[config.mk]
export PLATFORM = sky130hd
export DESIGN_NAME = hams_merge_ctrl
export DESIGN_NICKNAME = d
export VERILOG_FILES = /design/src/rtl/hams_pkg.sv /design/src/rtl/hams_merge_cmp.sv /design/src/rtl/hams_merge_ctrl.sv
export SDC_FILE = /design/constraint.sdc
export NUM_CORES = 1
export LEC_CHECK = 0
export ABC_CLOCK_PERIOD_IN_PS = 2300
export CAP_MARGIN = 20
export CORE_MARGIN = 3
export CORE_UTILIZATION = 50
export CTS_BUF_LIST = sky130_fd_sc_hd__clkbuf_8
export CTS_CLUSTER_SIZE = 10
export DETAILED_ROUTE_END_ITERATION = 8
export PLACE_DENSITY_LB_ADDON = 0.15
export SLEW_MARGIN = 0
export SYNTH_ARGS = -nofsm -noshare
export SYNTH_HDL_FRONTEND = slang
export SYNTH_SLANG_ARGS = --single-unit
export TNS_END_PERCENT = 10
[constraint.sdc]
create_clock -name clk -period 2.3 [get_ports clk]
set_input_delay 0.23 -clock clk [delete_from_list [all_inputs] [get_ports clk]]
set_output_delay 0.23 -clock clk [all_outputs]
set_load 0.02 [all_outputs]
[src/rtl/hams_pkg.sv]
// Shared types and constants for the HAMS merge-sort datapath.
//   merge_state_t : state encoding of the 2-way merge controller.
//   HamsDataW     : default key width shared by the controller and its FIFOs.
package hams_pkg;

  localparam int unsigned HamsDataW = 8;

  typedef enum logic [2:0] {
    IDLE,
    MERGE,
    DRAIN_A,
    DRAIN_B,
    DONE
  } merge_state_t;

endpackage

[src/rtl/hams_merge_cmp.sv]
// Head comparator for one 2-way merge step (purely combinational).
// Ports:
//   a_data, b_data : show-ahead heads of FIFO A and FIFO B.
//   sel_a          : 1 when A's head is emitted next (ties go to A for stability).
//   sel_data       : the selected head word.
module hams_merge_cmp #(
  parameter int unsigned DATA_W    = 8,
  parameter bit          ASCENDING = 1'b1
) (
  input  logic [DATA_W-1:0] a_data,
  input  logic [DATA_W-1:0] b_data,
  output logic              sel_a,
  output logic [DATA_W-1:0] sel_data
);

  always_comb begin
    if (ASCENDING) begin
      sel_a = (a_data <= b_data);
    end else begin
      sel_a = (a_data >= b_data);
    end
    sel_data = sel_a ? a_data : b_data;
  end

endmodule

[src/rtl/hams_merge_ctrl.sv]
// Controller for one 2-way merge step: drains one sorted run of run_len words from
// each of FIFO A and FIFO B and pushes the merged 2*run_len-word run to the output FIFO.
// Ports:
//   clk, rst            : clock, synchronous active-high reset.
//   start, run_len      : begin a merge step (IDLE only), words per input run.
//   busy, done          : high outside IDLE, one-cycle completion pulse.
//   a_empty/a_data/a_pop: FIFO A show-ahead head and pop.
//   b_empty/b_data/b_pop: FIFO B show-ahead head and pop.
//   o_full/o_push/o_data: output FIFO handshake and data.
module hams_merge_ctrl
  import hams_pkg::*;
#(
  parameter int unsigned DATA_W    = HamsDataW,
  parameter int unsigned LEN_W     = 16,
  parameter bit          ASCENDING = 1'b1
) (
  input  logic              clk,
  input  logic              rst,
  input  logic              start,
  input  logic [LEN_W-1:0]  run_len,
  output logic              busy,
  output logic              done,
  input  logic              a_empty,
  input  logic [DATA_W-1:0] a_data,
  output logic              a_pop,
  input  logic              b_empty,
  input  logic [DATA_W-1:0] b_data,
  output logic              b_pop,
  input  logic              o_full,
  output logic              o_push,
  output logic [DATA_W-1:0] o_data
);

  merge_state_t     state_q, state_d;
  logic [LEN_W-1:0] cnt_a_q, cnt_a_d;
  logic [LEN_W-1:0] cnt_b_q, cnt_b_d;
  logic             sel_a;
  logic [DATA_W-1:0] sel_data;

  hams_merge_cmp #(
    .DATA_W    (DATA_W),
    .ASCENDING (ASCENDING)
  ) u_cmp (
    .a_data   (a_data),
    .b_data   (b_data),
    .sel_a    (sel_a),
    .sel_data (sel_data)
  );

  always_comb begin
    state_d = state_q;
    cnt_a_d = cnt_a_q;
    cnt_b_d = cnt_b_q;
    a_pop   = 1'b0;
    b_pop   = 1'b0;
    done    = 1'b0;
    busy    = (state_q != IDLE);
    o_data  = a_data;

    unique case (state_q)
      IDLE: begin
        if (start) begin
          cnt_a_d = run_len;
          cnt_b_d = run_len;
          state_d = (run_len == '0) ? DONE : MERGE;
        end
      end
      MERGE: begin
        o_data = sel_data;
        if (!a_empty && !b_empty && !o_full && cnt_a_q != '0 && cnt_b_q != '0) begin
          if (sel_a) begin
            a_pop   = 1'b1;
            cnt_a_d = cnt_a_q - LEN_W'(1);
            if (cnt_a_q == LEN_W'(1)) state_d = DRAIN_B;
          end else begin
            b_pop   = 1'b1;
            cnt_b_d = cnt_b_q - LEN_W'(1);
            if (cnt_b_q == LEN_W'(1)) state_d = DRAIN_A;
          end
        end
      end
      DRAIN_A: begin
        if (cnt_a_q == '0) begin
          state_d = DONE;
        end else if (!a_empty && !o_full) begin
          a_pop   = 1'b1;
          cnt_a_d = cnt_a_q - LEN_W'(1);
          if (cnt_a_q == LEN_W'(1)) state_d = DONE;
        end
      end
      DRAIN_B: begin
        o_data = b_data;
        if (cnt_b_q == '0) begin
          state_d = DONE;
        end else if (!b_empty && !o_full) begin
          b_pop   = 1'b1;
          cnt_b_d = cnt_b_q - LEN_W'(1);
          if (cnt_b_q == LEN_W'(1)) state_d = DONE;
        end
      end
      DONE: begin
        done    = 1'b1;
        state_d = IDLE;
      end
      default: state_d = IDLE;
    endcase

    // The state register still holds the pre-reset state during the reset cycle,
    // so handshakes and status are suppressed combinationally to keep FIFOs untouched.
    if (rst) begin
      a_pop = 1'b0;
      b_pop = 1'b0;
      done  = 1'b0;
      busy  = 1'b0;
    end
    o_push = a_pop | b_pop;
  end

  always_ff @(posedge clk) begin
    if (rst) begin
      state_q <= IDLE;
      cnt_a_q <= '0;
      cnt_b_q <= '0;
    end else begin
      state_q <= state_d;
      cnt_a_q <= cnt_a_d;
      cnt_b_q <= cnt_b_d;
    end
  end

endmodule
==> run summary <==
Port Buf Inserts: 50
mux contribution to synthesized area: 0.373%
dominant synthesized flop cell: dfxtp_1
Num CTS Buffers: 5
die area: 0.00700 mm²
Tmin final: 2.36 ns
ANT cells: 0
CP max stage delay: 0.30 ns
cts hold-fix bufs: 0
status: finished, violations left
Nets: 578
Filler Cells Inserted: 383
Compound-Gate Fraction of Synth Area: 37.4%
post-DR vias/cell: 6.67
Reg-to-Reg End: state_q[0]$_SDFFE_PP0P_
Die Wd: 83.7 µm
vias in the first global route: 3624
critical path capture point type: output port
xor-xnor portion of the synthesized cell area: 0.290%
largest family of logic cells by synthesized area: compound AO/OA/AOI/OAI gates
GPL Wtd Cong: 0.919
measured slew at the worst slew-check pin: 0.459 ns
Post-Synth Adder-Cell Area: 5.80%
Initial Util: 53.2%
Reg area: 703 µm²
Critical R2R Launch: cnt_b_q[8]$_SDFFE_PP0P_
clock sinks: 35
Cells after Synth: 398
core area: 0.00568 mm²
crit-path cells: dlymetal6s2s_1 > ha_4 > nand4_1 > nor2_4 > nor2b_2 > nor3_2 > buf_4 > nand2b_4 > mux2_4 > buf_6
clk slew on worst S/H paths: 0.07 ns
slew margin rel.: 69.4%
PnR worst setup slack: -0.0602 ns
Avg WL per Cell: 19.7 µm
final cycle utilization of the critical path: 103%
Residual DRC: 0
vias post-DR: 3986
Async SR Flop Fraction: 0%
total iterations of the first detailed-routing run: 6
area of the multi-input gates: 0.00242 mm²
CP required: 2.07 ns
Post-Syn Nets: 450
clk_lat worst skew: 0.30 ns
Critical Path Start Type: input port
P_leak: 1.87 nW
pwr dens: 627 mW/mm²
critical path type: input port to output port
r2r setup slk: -0.03 ns
synthesized area: 0.00302 mm²
Hold Vio Cnt, Final: 0
antenna violations before repair: 0
WL final: 11.8 mm
largest net degree at the start of global routing: 37
IO Count: 51
Synth cell types: 69
H-tree Lvls: 2
dpl hpwl: 8.09 mm
Seq/Total Area, Yosys: 23.2%
CP Buf/Inv Count: 3
ratio of cells with drive above 1 in the final layout: 36.1%
row cnt: 27
Hold Path End: cnt_a_q[15]$_SDFFE_PP0P_
first-pass GRT wire length: 17.9 mm
area grow syn2layout: 52.2%
cell family with most CP delay: simple AND/OR/NAND/NOR gates
Routed Antenna Nets: 0
R2R depth: 8
Worst VDD drop: 0.000422 V
commonest cells after routing, fill and taps aside: buf_4, a21oi_1, nor2_1, dfxtp_1, nand2_1
GRT Util Overall: 31.1%
chip height: 83.7 µm
Post-Synth Simple-Gate Area: 26.6%
CTS Buffer Depth: 2
most common cell after layout, fill and taps aside: buf_4
CTS tree: yes
RSZ-0062 raised after global routing: yes
max-cap violation count: 0
synthesized area per cell: 7.58 µm²
number of synthesized register bits: 35
fmax: 424 MHz
EDFF count, synth: 0
Max Slew Vio Count: 0
YS warnings: 0
clock root buffer: clkbuf_8
DRT iter0 DRCs: 617
cell count of the worst hold path: 2
worst hold path type: flop to flop
Crit-path slowest cell: mux2_4
GRT overflow: 0
Hold Path Origin: cnt_a_q[15]$_SDFFE_PP0P_
pre-CTS setup slack: -0.843 ns
# setup viols final: 2
skew final: 0.0116 ns
Arrival @ worst endpoint: 2.13 ns
Core Util, Final: 80.9%
crit-path max FO: 4
failing checks: setup timing
CP startpoint: a_data[2]
[what timing repair did]
item | 4_1_cts | 5_1_grt
resized for setup | 118 | 66
setup buffers | 4 | 6
endpoints found under the setup margin | 45 | 46
cloned | 0 | 0
pin swaps | 20 | 13
[cell usage after synthesis (6+ instances only)]
cell type	n	area [µm²]
nand4_1	6	37.5
nand2_1	28	105
a211oi_1	6	45.0
o31ai_1	18	135
clkbuf_1	16	60.1
ha_1	14	175
nor4_1	15	93.8
a21oi_1	33	165
buf_2	6	30.0
nor2_1	36	135
o21ai_0	37	185
nor3_1	11	55.1
dfxtp_1	35	701
o311ai_0	12	105
a31oi_1	7	43.8
inv_1	17	63.8
nand3_1	17	85.1
[power by group]
part           switching, mW  leakage [nW]  internal [mW]
sequential            0.0765         0.288          0.681
clock                  0.247        0.0470          0.235
combinational          0.886          1.54          0.754
[how the worst max path moves through the flow]
| stage | endpoint | slack, ns | cells after the start |
|---|---|---|---|
| 6_report | o_data[0] | -0.06 | 10 |
| 2_1_floorplan | o_data[0] | 0.03 | 8 |
| 3_5_place_dp | o_data[2] | -0.84 | 11 |
| 5_1_grt | o_data[0] | -0.14 | 11 |
| 4_1_cts | o_data[0] | -0.31 | 11 |
| 3_3_place_gp | o_data[1] | -0.73 | 11 |
[through the flow]
stage	instance area [µm²]	instances	hold slack, ns	TNS (ns)	total power, mW
after floorplan	3030	398	0.389	0	1.55
after global placement	4160	581	0.455	-17.78	2.16
after detailed placement	4160	581	0.463	-21.46	2.19
after CTS	4460	592	0.483	-2.97	2.75
after global routing	4590	598	0.517	-0.844	3.03
final	4590	598	0.494	-0.0885	2.88
[cells by family after synthesis]
kind of cell	count (synthesis)
DFF	35
xor gates and xnor gates	1
and+or+nand+nor	145
adders and majority gates	14
muxes	1
buffers and inverters	44
AOI/OAI and AO/OA	158
[cell type report]
type                       count  share of cell area (%)
clock inverter                 1                   0.109
inverter                      18                    1.47
tap                           72                    1.96
multi-input combinational    319                    52.7
sequential                    35                    15.3
timing repair buffer         147                    26.6
clock buffer                   6                    1.80
[flip-flops by register name (all words and copies together) (netlist names)]
name,flops
state_q,3
cnt_a_q,16
cnt_b_q,16
[worst min-delay path: stages (launching register included)]
cell and delay (ns):
dfxtp_1 0.32, o311ai_1 0.07, o31ai_1 0.06
[per-layer routing]
metal  wire, µm  global-route usage [%]  up-vias
li1           -                       -     1819
met3       1210                    5.53       50
met4        354                    8.92        0
met2       5540                    51.9      265
met1       4660                    40.8     1852
met5          0                       0        -
No activity file was read; power rests on OpenSTA's default activity.
